==> src/rtl/vga_wr_pkg.sv <==
// Shared AHB-Lite encodings and FSM state type for the VGA text writer.
package vga_wr_pkg;

  localparam logic [1:0] HTRANS_IDLE   = 2'b00;
  localparam logic [1:0] HTRANS_NONSEQ = 2'b10;

  localparam logic [2:0] HSIZE_BYTE    = 3'b000;
  localparam logic [2:0] HBURST_SINGLE = 3'b000;
  localparam logic [3:0] HPROT_DATA    = 4'b0011;

  typedef enum logic [1:0] {
    IDLE,
    ADDR,
    DATA
  } wr_state_t;

endpackage

==> src/rtl/vga_wr_fifo.sv <==
// Small synchronous character FIFO; DEPTH must be a power of two.
module vga_wr_fifo #(
  parameter int unsigned DEPTH = 4,
  localparam int unsigned AW = $clog2(DEPTH),
  localparam int unsigned CW = AW + 1
) (
  input  logic          clk_i,
  input  logic          rst_ni,
  input  logic          push_i,
  input  logic [7:0]    data_i,
  input  logic          pop_i,
  output logic [7:0]    data_o,
  output logic          full_o,
  output logic          empty_o,
  output logic [CW-1:0] count_o
);

  logic [7:0]    mem_q [DEPTH];
  logic [AW-1:0] wptr_q, rptr_q;
  logic [CW-1:0] cnt_q;
  logic          push_ok, pop_ok;

  assign push_ok = push_i & ~full_o;
  assign pop_ok  = pop_i & ~empty_o;

  always_ff @(posedge clk_i) begin
    if (push_ok) begin
      mem_q[wptr_q] <= data_i;
    end
  end

  always_ff @(posedge clk_i) begin
    if (!rst_ni) begin
      wptr_q <= '0;
      rptr_q <= '0;
      cnt_q  <= '0;
    end else begin
      if (push_ok) begin
        wptr_q <= wptr_q + AW'(1);
      end
      if (pop_ok) begin
        rptr_q <= rptr_q + AW'(1);
      end
      cnt_q <= cnt_q + CW'(push_ok) - CW'(pop_ok);
    end
  end

  assign data_o  = mem_q[rptr_q];
  assign full_o  = (cnt_q == CW'(DEPTH));
  assign empty_o = (cnt_q == '0);
  assign count_o = cnt_q;

endmodule

==> src/rtl/ahb_vga_text_writer.sv <==
// AHB-Lite master issuing one byte write to the VGA console register per accepted character.
// Define VGA_WR_FIFO_EN to buffer characters in a FIFO_DEPTH-entry FIFO instead of one register.
module ahb_vga_text_writer
  import vga_wr_pkg::*;
#(
  parameter logic [31:0] VGA_BASE   = 32'h5000_0000,
  parameter int unsigned FIFO_DEPTH = 4
) (
  input  logic        HCLK,
  input  logic        HRESETn,
  input  logic        ch_valid,
  input  logic [7:0]  ch_data,
  output logic        ch_ready,
  output logic [31:0] HADDR,
  output logic [1:0]  HTRANS,
  output logic        HWRITE,
  output logic [2:0]  HSIZE,
  output logic [2:0]  HBURST,
  output logic [3:0]  HPROT,
  output logic        HMASTLOCK,
  output logic [31:0] HWDATA,
  input  logic        HREADY,
  input  logic        HRESP,
  output logic        busy,
  output logic        err,
  output logic [15:0] wr_count
);

  localparam int unsigned CntW = $clog2(FIFO_DEPTH) + 1;

  logic            push, pop, full, empty;
  logic [7:0]      head;
  logic [CntW-1:0] cnt;

  wr_state_t   state_q;
  logic [1:0]  htrans_q;
  logic        hwrite_q;
  logic [31:0] hwdata_q;
  logic        err_q;
  logic [15:0] wr_count_q;
  logic        rst_done_q;

  logic data_err, addr_done, more;

  // ch_ready stays low through reset and rises on the first edge after release.
  assign ch_ready = rst_done_q & ~full;
  assign push     = ch_valid & ch_ready;

`ifdef VGA_WR_FIFO_EN
  vga_wr_fifo #(
    .DEPTH (FIFO_DEPTH)
  ) u_fifo (
    .clk_i   (HCLK),
    .rst_ni  (HRESETn),
    .push_i  (push),
    .data_i  (ch_data),
    .pop_i   (pop),
    .data_o  (head),
    .full_o  (full),
    .empty_o (empty),
    .count_o (cnt)
  );
`else
  logic       hold_valid_q;
  logic [7:0] hold_q;

  always_ff @(posedge HCLK) begin
    if (!HRESETn) begin
      hold_valid_q <= 1'b0;
      hold_q       <= 8'h00;
    end else if (push) begin
      hold_valid_q <= 1'b1;
      hold_q       <= ch_data;
    end else if (pop) begin
      hold_valid_q <= 1'b0;
    end
  end

  assign full  = hold_valid_q;
  assign empty = ~hold_valid_q;
  assign head  = hold_q;
  assign cnt   = {{(CntW-1){1'b0}}, hold_valid_q};
`endif

  // A character leaves the buffer when its address phase completes; an erroring data phase
  // never lets the overlapping address complete.
  assign data_err  = (state_q == DATA) & HRESP;
  assign addr_done = HREADY & (htrans_q == HTRANS_NONSEQ) & ~data_err;
  assign pop       = addr_done;
  assign more      = addr_done ? (cnt > CntW'(1)) : ~empty;

  always_ff @(posedge HCLK) begin
    if (!HRESETn) begin
      state_q    <= IDLE;
      htrans_q   <= HTRANS_IDLE;
      hwrite_q   <= 1'b0;
      hwdata_q   <= 32'h0;
      err_q      <= 1'b0;
      wr_count_q <= 16'h0;
      rst_done_q <= 1'b0;
    end else begin
      rst_done_q <= 1'b1;
      if (data_err) begin
        err_q <= 1'b1;
      end
      unique case (state_q)
        IDLE: begin
          if (!empty) begin
            state_q  <= ADDR;
            htrans_q <= HTRANS_NONSEQ;
            hwrite_q <= 1'b1;
          end
        end
        ADDR: begin
          if (HREADY) begin
            state_q  <= DATA;
            hwdata_q <= {24'h0, head};
            htrans_q <= more ? HTRANS_NONSEQ : HTRANS_IDLE;
          end
        end
        DATA: begin
          if (HREADY) begin
            if (!HRESP) begin
              wr_count_q <= wr_count_q + 16'h1;
            end
            if (addr_done) begin
              hwdata_q <= {24'h0, head};
              htrans_q <= more ? HTRANS_NONSEQ : HTRANS_IDLE;
            end else if (!empty) begin
              state_q  <= ADDR;
              htrans_q <= HTRANS_NONSEQ;
            end else begin
              state_q  <= IDLE;
              htrans_q <= HTRANS_IDLE;
            end
          end else if (HRESP) begin
            htrans_q <= HTRANS_IDLE;
          end
        end
        default: begin
          state_q  <= IDLE;
          htrans_q <= HTRANS_IDLE;
        end
      endcase
    end
  end

  // The first error cycle must cancel a pending NONSEQ immediately, before the register catches up.
  assign HTRANS    = data_err ? HTRANS_IDLE : htrans_q;
  assign HADDR     = VGA_BASE;
  assign HWRITE    = hwrite_q;
  assign HSIZE     = HSIZE_BYTE;
  assign HBURST    = HBURST_SINGLE;
  assign HPROT     = HPROT_DATA;
  assign HMASTLOCK = 1'b0;
  assign HWDATA    = hwdata_q;
  assign busy      = (state_q != IDLE) | ~empty;
  assign err       = err_q;
  assign wr_count  = wr_count_q;

endmodule

==> config.mk <==
export PLATFORM = sky130hd
export DESIGN_NAME = ahb_vga_text_writer
export DESIGN_NICKNAME = d
export VERILOG_FILES = /design/src/rtl/vga_wr_pkg.sv /design/src/rtl/vga_wr_fifo.sv /design/src/rtl/ahb_vga_text_writer.sv
export SDC_FILE = /design/constraint.sdc
export NUM_CORES = 1
export LEC_CHECK = 0
export BUFFER_PORTS_ARGS = -buffer_cell sky130_fd_sc_hd__buf_2
export CORE_MARGIN = 2
export CORE_UTILIZATION = 30
export CTS_CLUSTER_DIAMETER = 40
export DETAILED_ROUTE_END_ITERATION = 6
export PLACE_DENSITY = 0.66
export SLEW_MARGIN = 20
export SYNTH_ARGS = -nofsm -noshare
export SYNTH_HDL_FRONTEND = slang
export SYNTH_HIERARCHICAL = 1
export SYNTH_SLANG_ARGS = --single-unit
==> constraint.sdc <==
create_clock -name HCLK -period 2.1 [get_ports HCLK]
set_input_delay 0.525 -clock HCLK [delete_from_list [all_inputs] [get_ports HCLK]]
set_output_delay 0.525 -clock HCLK [all_outputs]
set_load 0.02 [all_outputs]
==> results of run 1 <==
-- cell usage in the layout, fill, tap and decap left out, types with 2 or more instances in the layout --
cell,count
sky130_fd_sc_hd__mux2i_1,8
sky130_fd_sc_hd__buf_4,7
sky130_fd_sc_hd__xor2_1,3
sky130_fd_sc_hd__dfxtp_1,39
sky130_fd_sc_hd__nor2_1,23
sky130_fd_sc_hd__nor3_1,3
sky130_fd_sc_hd__nand2_1,19
sky130_fd_sc_hd__and2_1,2
sky130_fd_sc_hd__or3_1,5
sky130_fd_sc_hd__xnor2_1,7
sky130_fd_sc_hd__conb_1,68
sky130_fd_sc_hd__nand4_1,3
sky130_fd_sc_hd__a21oi_1,21
sky130_fd_sc_hd__nor4_1,4
sky130_fd_sc_hd__nor2b_1,3
sky130_fd_sc_hd__nand4b_1,2
sky130_fd_sc_hd__nand3_1,13
sky130_fd_sc_hd__buf_2,41
sky130_fd_sc_hd__clkbuf_8,5
sky130_fd_sc_hd__nand2b_1,2
sky130_fd_sc_hd__o21ai_0,8
-- through the flow --
stage	instances	setup WS [ps]	hold WS (ps)
floorplan	324	233	436
global placement	391	108	443
detailed placement	391	63.7	449
CTS	399	149	363
global route	399	101	359
finish	399	163	373
-- state kept, by name, indices dropped and copies added, names as in the netlist --
signal / cells
htrans_q: 1
state_q: 2
HWDATA: 8
err: 1
rst_done_q: 1
head: 8
HWRITE: 1
full: 1
wr_count: 16
-- metal layers --
metal / up-vias / share of wire [%]
met1: 747 / 46
met4: 0 / 0.79
met5: - / 0
met3: 4 / 8.0
met2: 77 / 45
li1: 815 / -
-- synthesized netlist by cell type --
cell | instances | area (sq um)
sky130_fd_sc_hd__and4_1 | 1 | 8.76
sky130_fd_sc_hd__nor2_1 | 23 | 86.3
sky130_fd_sc_hd__buf_1 | 1 | 3.75
sky130_fd_sc_hd__nand4bb_1 | 1 | 11.3
sky130_fd_sc_hd__and4bb_2 | 1 | 12.5
sky130_fd_sc_hd__buf_4 | 69 | 518
sky130_fd_sc_hd__clkbuf_1 | 7 | 26.3
sky130_fd_sc_hd__nor4_1 | 4 | 25.0
sky130_fd_sc_hd__nand4_1 | 3 | 18.8
sky130_fd_sc_hd__o21ai_0 | 8 | 40.0
sky130_fd_sc_hd__and3_1 | 1 | 6.26
sky130_fd_sc_hd__dfxtp_1 | 39 | 781
sky130_fd_sc_hd__nand2b_1 | 2 | 12.5
sky130_fd_sc_hd__o2bb2ai_1 | 1 | 8.76
sky130_fd_sc_hd__a21oi_1 | 21 | 105
sky130_fd_sc_hd__mux2i_1 | 8 | 80.1
sky130_fd_sc_hd__a21bo_2 | 1 | 10.0
sky130_fd_sc_hd__and3b_1 | 1 | 8.76
sky130_fd_sc_hd__and2_1 | 2 | 12.5
sky130_fd_sc_hd__nor3_1 | 3 | 15.0
sky130_fd_sc_hd__nand4b_1 | 2 | 17.5
sky130_fd_sc_hd__inv_2 | 1 | 3.75
sky130_fd_sc_hd__conb_1 | 2 | 7.51
sky130_fd_sc_hd__o21ai_2 | 1 | 8.76
sky130_fd_sc_hd__inv_1 | 1 | 3.75
sky130_fd_sc_hd__xnor2_1 | 7 | 61.3
sky130_fd_sc_hd__nor4bb_1 | 1 | 10.0
sky130_fd_sc_hd__or4_4 | 1 | 11.3
sky130_fd_sc_hd__or3_1 | 5 | 31.3
sky130_fd_sc_hd__xor2_1 | 3 | 26.3
sky130_fd_sc_hd__ha_1 | 1 | 12.5
sky130_fd_sc_hd__nand2_1 | 19 | 71.3
sky130_fd_sc_hd__nor2b_1 | 3 | 18.8
sky130_fd_sc_hd__nand3_1 | 13 | 65.1
sky130_fd_sc_hd__a21boi_0 | 1 | 7.51
-- power groups by stage --
stage	clock, mW	sequential, mW	combinational [mW]
floorplan	0	0.789	0.289
global placement	0	0.785	0.240
detailed placement	0	0.786	0.241
CTS	0.640	0.769	0.243
global route	0.667	0.772	0.270
finish	0.621	0.769	0.244
-- cell type report --
cell class / count / area, sq um
fill: 757 / 4530
clock buffer: 5 / 68.8
multi-input combinational: 206 / 1060
inverter: 2 / 7.51
tap: 96 / 120
timing repair buffer: 48 / 258
sequential: 39 / 781
clock inverter: 3 / 43.8
-- critical path: stages (launching register included) --
cell	delay [ps]
sky130_fd_sc_hd__dfxtp_1	310
sky130_fd_sc_hd__buf_4	160
sky130_fd_sc_hd__nor2b_1	150
sky130_fd_sc_hd__a21boi_0	280
sky130_fd_sc_hd__buf_2	230
-- how the worst min path moves through the flow --
| stage | end | cells after the start |
|---|---|---|
| floorplan | head[0] | 2 |
| global placement | head[0] | 2 |
| detailed placement | head[3] | 2 |
| CTS | rst_done_q | 1 |
| global route | rst_done_q | 1 |
| finish | rst_done_q | 1 |
-- kinds of logic after synthesis --
family / count (synthesis) / synth area share (%)
buffers and inverters: 79 / 25.9
AOI/OAI and AO/OA: 33 / 8.39
adders and majority gates: 1 / 0.583
other: 2 / 0.350
DFF: 39 / 36.4
and+or+nand+nor: 86 / 20.6
xor gates and xnor gates: 10 / 4.08
muxes: 8 / 3.73
==> results by stage, run 1 <==
Clock tree:
- For this design, the CTS-stage hold fixing added 0 buffers.
- In this run the number of H-tree levels came out at 2.
- Counting every sink on the clock net gives 39.
- Once the clock tree was built, the resizer swapped 0 gates to a different size.
- The clock latency at the later pin of the worst-skew pair is 280 ps.
- TritonCTS built the clock tree.
- The root buffer cell is sky130_fd_sc_hd__clkbuf_8.
- The post-CTS setup buffer count is 0.
- Buffers inserted during clock tree synthesis total 5.
- After clock tree synthesis, the clock-pin slew on the worst setup and hold paths is 80 ps.
- The number of buffers on the longest clock path is 2.

Global routing:
- The global route total overflow is 0.
- The number of global-route vias before repair is 1375.
- The number of antenna violations at the first check in global routing is 0.
- The wire length of the first global-routing pass is 6.20 mm.
- Global routing consumed, on the met1 layer, 12.8% of the routing resources.
- The global routing stage identified its most utilized layer as met2.
- The maximum number of pins on one net before global-route repair is 38.
- The global-route total usage across every layer is 9.90%.
- The routing usage on met3 is 2.89%.
- The met2 layer usage reported by global route is 16.1%.

Final layout:
- The area of all placed cells without fillers is 2340 sq um.
- The repair_antennas step left the layout with diodes totalling 0.
- From synthesis to final layout, the design area changed by 8.86%.
- The final layout net count is between 300 and 400.
- The core occupancy in the finished layout is 34.0%.
- The fraction of final layout cells sized beyond drive strength 1 is 20.1%.

Pwr:
- The power spent charging and discharging nets is ~0.47 mW.
- The leakage power figure is 1.10 nW.
- The highest ir drop seen on vdd is 0.277 mV.
- In this run the power density over the cells is approximately 700 nW/um^2.
- The design draws 1.63 mW.
- The power share of the combinational group is between 10 and 15%.
- The switching share of total power is 28.6%.
- In this run, flip-flops and latches consume 47.1% of the power.
- The clock power share is 38.0%.
- The internal power summed over all cells is 1.17 mW.

Logic synthesis:
- The cell area that synthesis handed to floorplanning was 2150 sq um.
- After synthesis, flip-flops and latches occupy between 30% and 40% of the total area.
- Synthesis instantiated 35 different standard cells from the library.
- Counting flops and latches in the post-synthesis netlist gives 39.
- After technology mapping, the gate count stands at 258.
- The yosys synthesis warning count is 6.
- The mean instance size in the synthesized netlist is between 8 and 9 sq um.

Place:
- The detailed placer's ending HPWL is 2.95 mm.
- The quantity of I/O buffers inserted on ports is 41.
- The global placement routability congestion is 0.785.
- Summing all placed instances gives a cell area of 2220 sq um.

Drt:
- The first-pass iteration count of the detailed router is 4.
- The DRC marker count from the first detailed-route iteration is 39.
- Dividing the detail-routed wire length by the instance count gives 9.82 um.
- The aggregate routed wire length is 3.92 mm.
- In the routed layout, each cell is associated on average with a via count of about 4.
- In this run the remaining antenna-violating nets after routing total 0.
- For this run, design rule violations remaining after detail routing come to 0.
- Summing over every cut layer, the via total after detailed routing is roughly 1600.

Die:
- Measured along the x axis, the die boundary spans 88.6 um.
- In this run the vertical extent of the chip is 88.6 um.
- For this design the top-level I/O count stands at 110.
- The floorplan row count is 30.
- The starting density of the core is 31.3%.
- The die outline area is about 8000 sq um.
- The core outline area is 6870 sq um.

Critical path:
- The kind of start point of the critical path is a flop.
- The capture instance of the worst register-to-register path is wr_count[13].
- At the worst endpoint, the required time is ~1600 ps.
- The number of cells traversed by the worst register-to-register path is 4.
- The worst register-to-register path has a setup slack of 330 ps.
- The start of the worst register-to-register path is wr_count[2].
- The category of the critical setup timing path is flop to primary output.
- The critical path endpoint category is a primary output.
- The data arrival time of the critical path is ~1400 ps.
- The launch point of the critical path is state_q[1].
- Of all nets on the critical path, the largest fanout is 10.
- The termination of the worst setup path is HTRANS[1].

Timing:
- The actual slew at the worst max-slew pin is 649 ps.
- The final critical-path required period is 1940 ps.
- The achievable clock frequency is around 520 MHz.
- The final number of max-transition violations is 0.
- Setup repair after global routing left no endpoint under its margin.
- The total setup violations reported at the end of the flow is 0.
- The headroom to the max-slew limit is around 57%.
- The count of endpoints failing hold in the final timing report is 0.
- For the final routed database, the setup TNS stands at 0 ps.
- Between clock sinks in the finished design, the worst skew comes to 6.36 ps.
- The period utilization is 92.3%.

Outcome:
- The run finished with clean final reports.

Min path:
- The worst hold path belongs to the class primary input to flop.
- The origin of the worst min-delay path is HRESETn.

Flow run:
- Across the run, the number of max-cap violations was 0.
No activity file was read; power rests on OpenSTA's default activity.
==> run 2, diff against run 1 <==
--- a/config.mk
+++ b/config.mk
@@ -6,6 +6,7 @@
 export NUM_CORES = 1
 export LEC_CHECK = 0
 export BUFFER_PORTS_ARGS = -buffer_cell sky130_fd_sc_hd__buf_2
+export CORE_ASPECT_RATIO = 1.1
 export CORE_MARGIN = 2
 export CORE_UTILIZATION = 30
 export CTS_CLUSTER_DIAMETER = 40
==> run 2 against run 1 <==
Sequential share of layout area grew 0.60 points. First-iteration DRC count fell by 28%. Utilization fell by 1.1 points. Clock power fell by 10%. Maximum frequency is 0.94% higher. Clock skew fell by 1.9 ps. Die area barely moved. Combinational power is 3% lower.
==> results by stage, run 2 (synthesis gave the netlist of run 1 again) <==
Outcome:
- The flow ran to the end, and the final reports show no timing, DRC or antenna violations.

Die:
- The die covers 7850 sq um.
- The height of the die is 92.7 um.
- Measured along the x axis, the die boundary spans about 85 um.
- For this configuration, the core starts out at a cell density of 30.8%.
- The core outline area is 6970 sq um.
- The number of ports placed on the die boundary is between 100 and 150.
- Row generation in the floorplan step produced 32 rows.

Timing:
- For the pin with the worst max-slew slack, the measured transition is 608 ps.
- On the final layout, the worst hold slack is 372 ps.
- In this run the tightest slew margin relative to its limit is 59.4%.
- The final number of max-transition violations was 0.
- For the final database, setup skew stands at 4.51 ps.
- The total setup violations reported at the end of the flow is 0.
- The period utilization is 91.4%.
- The count of endpoints failing hold in the final timing report is 0.
- The total negative slack for setup checks is 0 ps.
- Setup repair after global routing left no endpoint under its margin.
- The achievable clock frequency is 521 MHz.
- The final critical-path required period is 1920 ps.
- The worst setup slack after layout is 181 ps.

Final layout:
- The number of filler cells placed in the layout is around 770.
- The number of flip-flops under the largest register name is 16.
- For this run, the number of standard cells in the final layout without fillers is 386.
- Leaving out fill and tap cells, the most frequent cell in the layout is sky130_fd_sc_hd__conb_1.
- At the end of the flow the core is filled with cells to 33.0%.
- Cells with a size suffix above 1 make up 19.3% of the layout.
- 0 antenna diodes ended up in the layout.
- Compared with the post-synthesis result, the final layout area differs by 6.93%.
- The final layout net count is 314.
- In the layout the commonest cells are sky130_fd_sc_hd__conb_1 (68), sky130_fd_sc_hd__buf_2 (41), sky130_fd_sc_hd__dfxtp_1 (39).

Drt:
- The first detailed-routing pass took 4 iterations.
- The routed via count divided by cell count is 4.19.
- Detailed routing inserted a total of 1618 vias.
- After detailed routing, the number of remaining DRC violations is 0.
- The aggregate routed wire length is 3.94 mm.
- The DRC marker count from the first detailed-route iteration is 28.
- The detail route stage leaves a number of antenna-violating nets equal to 0.
- After detailed routing, the average wire length per cell comes to 10.2 um.

Global routing:
- Entering global routing, the biggest net connects 38 pins.
- The first global-routing pass estimated 6.30 mm of wire.
- The number of antenna violations at the first check in global routing is 0.
- The global route total overflow is 0.
- Across every metal layer, demand over resource in global routing totals 10.0%.
- The number of global-route vias before repair is 1360.

Clock tree:
- The post-CTS setup buffer count is 0.
- The clock passes through at most 2 buffers.
- The root buffer cell is sky130_fd_sc_hd__clkbuf_8.
- TritonCTS built the clock tree.
- The number of buffers inserted for hold repair after clock tree synthesis is 0.
- The clock latency at the later pin of the worst-skew pair is slightly below 300 ps.
- Post-CTS repair changed the size of 0 cells.
- The number of buffers inserted during clock tree synthesis is 5.
- The H-tree was split into 2 levels.
- After clock tree synthesis, the clock-pin slew on the worst setup and hold paths is approximately 80 ps.
- The clock net in this run drives a total of 39 sinks.

Critical path:
- The worst-path cell with the longest stage delay is sky130_fd_sc_hd__dfxtp_1.
- The worst setup path is launched from a flop.
- The worst stage delay on the critical path is between 500 and 600 ps.
- Among cell families on the critical path, the largest total delay comes from flip-flops.
- At the worst endpoint, the arrival time is 1390 ps.
- The category of the critical setup timing path is flop to primary output.
- Together, buffers and inverters on the worst path number 1.
- The maximum fanout encountered on the critical timing path is 11.
- The critical path endpoint category is a primary output.
- The endpoint required time on the critical path is between 1500 and 2000 ps.
- The signal on the critical path passes through nor2b_1, a21boi_0, buf_2.

Flow run:
- The number of violations of the max-capacitance limit is 0.

Pwr:
- VDD sags by at most 0.306 mV.
- The total power divided by cell area is slightly below 700 nW/um^2.
- The analysis attributes to cell leakage a power of roughly 1.1 nW.

Place:
- At the placement stage, the worst setup path has a slack of 45.5 ps.
- The global placement routability congestion is 0.717.
- Input and output buffers added on the ports amount to 41.
- The detailed placer's ending HPWL is about 3.0 mm.
- The instance count after placement with tap cells included is 378.

Min path:
- The worst hold path belongs to the class primary input to flop.
-- run 2: cell count changes in the layout (fill, tap and decap cells not counted) --
cell | before | now
sky130_fd_sc_hd__clkbuf_8 | 5 | 7
sky130_fd_sc_hd__clkinv_4 | 1 | 0
sky130_fd_sc_hd__clkinv_2 | 1 | 0
sky130_fd_sc_hd__buf_4 | 7 | 5
sky130_fd_sc_hd__bufinv_16 | 1 | 0
sky130_fd_sc_hd__clkbuf_1 | 0 | 1
-- run 2: final timing paths --
check,startpoint,end,slack [ps],depth (start not counted)
worst min-delay path,HRESETn,rst_done_q,370,1
worst max register to register,state_q[1],wr_count[15],230,4
worst max-delay path,state_q[1],HTRANS[1],180,3
worst min register to register,head[6],head[6],460,2
-- run 2: layer usage --
layer | track usage [%] | wire [um] | up-vias
li1 | - | - | 809
met1 | 11.5 | 1580 | 719
met2 | 16.9 | 1950 | 83
met3 | 3.21 | 355 | 7
met4 | 4.37 | 55 | 0
met5 | 0 | 0 | -
-- run 2: cell type report --
class,instances,area (sq um),area share [%]
multi-input cells,206,1060,46.1
flip-flops and latches,39,781,34.0
repair buffers,46,243,10.6
well taps,85,106,4.63
clock buffers,8,100,4.36
inverters,2,7.51,0.327
-- run 2: worst reg2reg max path, stage by stage (launching register included) --
cell and delay (ps):
sky130_fd_sc_hd__dfxtp_1 510, sky130_fd_sc_hd__nand4bb_1 190, sky130_fd_sc_hd__or4_4 590, sky130_fd_sc_hd__or3_1 360
sky130_fd_sc_hd__a21oi_1 150
-- run 2: stage by stage --
step	cell area (sq um)	power, mW
4_1_cts	2300	1.58
3_5_place_dp	2200	1.02
2_1_floorplan	2390	1.08
5_1_grt	2300	1.64
6_report	2300	1.56
3_3_place_gp	2200	1.02
-- run 2: power breakdown --
group / switching, mW / total [mW] / internal (mW)
Clock: 0.256 / 0.556 / 0.300
Combinational: 0.182 / 0.237 / 0.0548
Sequential: 0.0125 / 0.770 / 0.758
==> run 3, diff against run 2 <==
--- a/config.mk
+++ b/config.mk
@@ -7,7 +7,7 @@
 export LEC_CHECK = 0
 export BUFFER_PORTS_ARGS = -buffer_cell sky130_fd_sc_hd__buf_2
 export CORE_ASPECT_RATIO = 1.1
-export CORE_MARGIN = 2
+export CORE_MARGIN = 1
 export CORE_UTILIZATION = 30
 export CTS_CLUSTER_DIAMETER = 40
 export DETAILED_ROUTE_END_ITERATION = 6
==> run 3 against run 2 <==
Sequential power about the same. Largest power group unchanged. Critical path depth up 1. Clock power up 16%. Die area down 4.5%. Count of clock-buffer cells in the layout down 2. Critical path type unchanged. Final area up 0.93%. First-iteration DRC count up 82%. Sequential share of layout area down 0.31 points.
==> results by stage, run 3 (synthesis gave the netlist of run 1 again) <==
Clock tree:
- The post-CTS setup buffer count is 0.
- The clock reaches the later pin of the worst-skew pair after 290 ps.
- The cell sitting at the root of the clock tree is a sky130_fd_sc_hd__clkbuf_8.
- The number of buffers on the longest clock path is 2.
- The number of buffers inserted during clock tree synthesis is 5.
- After clock tree synthesis, the clock-pin slew on the worst setup and hold paths is 80 ps.
- The post-cts repair resize count is 0.
- Clock tree synthesis found a total of 39 sinks.
- The H-tree generated during clock tree synthesis spans 2 levels.
- TritonCTS built the clock tree.
- The number of buffers inserted for hold repair after clock tree synthesis is 0.

Critical path:
- The worst setup path is captured at a primary output.
- The start of the worst register-to-register path is wr_count[2].
- For this run, the slowest stage of the critical path takes 310 ps.
- The category of the critical setup timing path is flop to primary output.
- The worst setup path is launched from a flop.
- The largest delay contributor family on the critical path is buffers and inverters.
- The capture instance of the worst register-to-register path is wr_count[15].
- In this run the register-to-register setup slack is 290 ps.
- Together, buffers and inverters on the worst path number 2.
- Along the worst path, the maximum fanout reaches 10.
- Walking the worst path, the cells encountered are buf_4, nor2b_1, a21boi_0, buf_2.
- For the worst setup path, the data arrival time is 1370 ps.
- The worst-path cell with the longest stage delay is sky130_fd_sc_hd__dfxtp_1.
- For the worst flop-to-flop path, the logic depth is 4.
- STA puts the critical path data required time at 1570 ps.

Die:
- The core region is 6750 sq um.
- Once the floorplan was initialized, standard cells occupied 31.8% of the core.
- The width of the die is between 80 and 90 um.
- The die outline area is 7500 sq um.
- The number of ports placed on the die boundary is 110.
- The die is around 91 um tall.
- After floorplanning, the core was divided into 31 placement rows.

Timing:
- Subtracting the final worst setup slack from the clock period gives 1890 ps.
- Across all hold checks on the routed design, the worst slack comes to 376 ps.
- Setup repair after global routing left no endpoint under its margin.
- The worst pin sits at a relative slew slack of 58.8%.
- Setup violations remaining at the end of the flow were counted as 0.
- The period utilization is 90.1%.
- Across the routed clock network, the largest skew measured is about 10 ps.
- The actual slew at the worst max-slew pin is 616 ps.
- Based on the critical path, the design can be clocked at up to 528 MHz.
- The final number of max-transition violations is 0.
- The count of endpoints failing hold in the final timing report is 0.
- The total negative slack for setup checks is 0 ps.

Global routing:
- The number of antenna violations at the first check in global routing is 0.
- The wire length of the first global-routing pass is 6.11 mm.
- After global routing the overflow that remains totals 0.
- The global-route total usage across every layer is 10.5%.
- The number of global-route vias before repair is 1276.
- Entering global routing, the biggest net connects 38 pins.

Final layout:
- The final layout net count is 315.
- Leaving out fill and tap cells, the most frequent cells in the layout are sky130_fd_sc_hd__conb_1 (68), sky130_fd_sc_hd__buf_2 (41), sky130_fd_sc_hd__dfxtp_1 (39).
- The fraction of final layout cells sized beyond drive strength 1 is 19.9%.
- The repair_antennas step left the layout with diodes totalling 0.
- Relative to the synthesized area, the layout overhead comes to 7.93%.
- The library cell used most frequently in the layout, excluding fill and tap cells, is sky130_fd_sc_hd__conb_1.
- The number of flip-flops under the largest register name is 16.
- The number of filler cells placed in the layout is 742.

Place:
- The quantity of I/O buffers inserted on ports is 41.
- The detailed placer's ending HPWL is 2.79 mm.
- The global placement routability congestion is 0.732.

Drt:
- For this block, the initial DRC count from the detailed router was between 50 and 60.
- Dividing the detail-routed via count by the number of cells gives 4.17.
- Summing over every cut layer, the via total after detailed routing is about 1600.
- The number of antenna-violating nets in the routed design is 0.
- In the routed design, unresolved DRC markers number 0.
- The wire length per cell after detailed routing is 9.84 um.
- The aggregate routed wire length is approximately 3.8 mm.
- The first-pass iteration count of the detailed router is 4.

Min path:
- Along the worst hold path, the cell count comes to 1.
- In this run the worst hold path is classified as primary input to flop.
- The origin of the worst min-delay path is HRESETn.
- The worst hold path endpoint is rst_done_q.

Flow run:
- Max-cap violations in this run came to 0.

Pwr:
- In this run the static leakage power is 1.10 nW.
- Dividing total power by cell area gives a power density of 715 nW/um^2.
- VDD sags by at most 0.360 mV.

Outcome:
- The flow ran to the end, and the final reports show no timing, DRC or antenna violations.
[run 3: cell count changes in the layout (fill, tap and decap cells not counted), sizes merged]
cell and change:
clkinv +1, buf +1, clkbuf -2, bufinv +1
[run 3: layout make-up]
| cell class | count | area, sq um | share of cell area, % |
|---|---|---|---|
| flip-flops and latches | 39 | 781 | 33.7 |
| clock inverters | 2 | 35.0 | 1.51 |
| inverters | 2 | 7.51 | 0.324 |
| well taps | 82 | 103 | 4.43 |
| repair buffers | 47 | 250 | 10.8 |
| clock buffers | 6 | 82.6 | 3.56 |
| multi-input cells | 206 | 1060 | 45.7 |
[run 3: worst max-delay path by stage]
stage	start	to	cells past startpoint
CTS	state_q[1]	HTRANS[1]	4
global placement	HRESP	wr_count[15]	5
finish	state_q[1]	HTRANS[1]	4
detailed placement	HRESP	wr_count[15]	5
global route	state_q[1]	HTRANS[1]	4
floorplan	HREADY	wr_count[15]	5
[run 3: metal layers]
layer	track usage [%]	vias to the layer above	wire length (um)
li1	-	809	-
met1	13.2	706	1690
met2	16.5	81	1780
met3	3.03	5	266
met4	3.88	0	42
met5	0	-	0
[run 3: worst reg2reg max path, cell delays in order (launching register included)]
cell	delay, ps
sky130_fd_sc_hd__dfxtp_1	430
sky130_fd_sc_hd__nand3_1	210
sky130_fd_sc_hd__or4_4	590
sky130_fd_sc_hd__or3_1	360
sky130_fd_sc_hd__a21oi_1	140
[run 3: power by group]
group	switching, mW	internal (mW)	total (mW)
clock	0.263	0.385	0.647
sequential	0.0108	0.757	0.768
combinational	0.184	0.0560	0.240
total	0.458	1.20	1.66
[run 3: through the flow]
stage | area, sq um | setup slack (ps) | power [mW] | utilization (%) | instances
5_1_grt | 2320 | 125 | 1.74 | 34.3 | 384
6_report | 2320 | 207 | 1.66 | 34.3 | 384
3_3_place_gp | 2200 | 92.8 | 1.02 | 32.6 | 376
3_5_place_dp | 2200 | 66.2 | 1.03 | 32.6 | 376
2_1_floorplan | 2390 | 233 | 1.08 | - | 324
4_1_cts | 2320 | 165 | 1.68 | 34.3 | 384
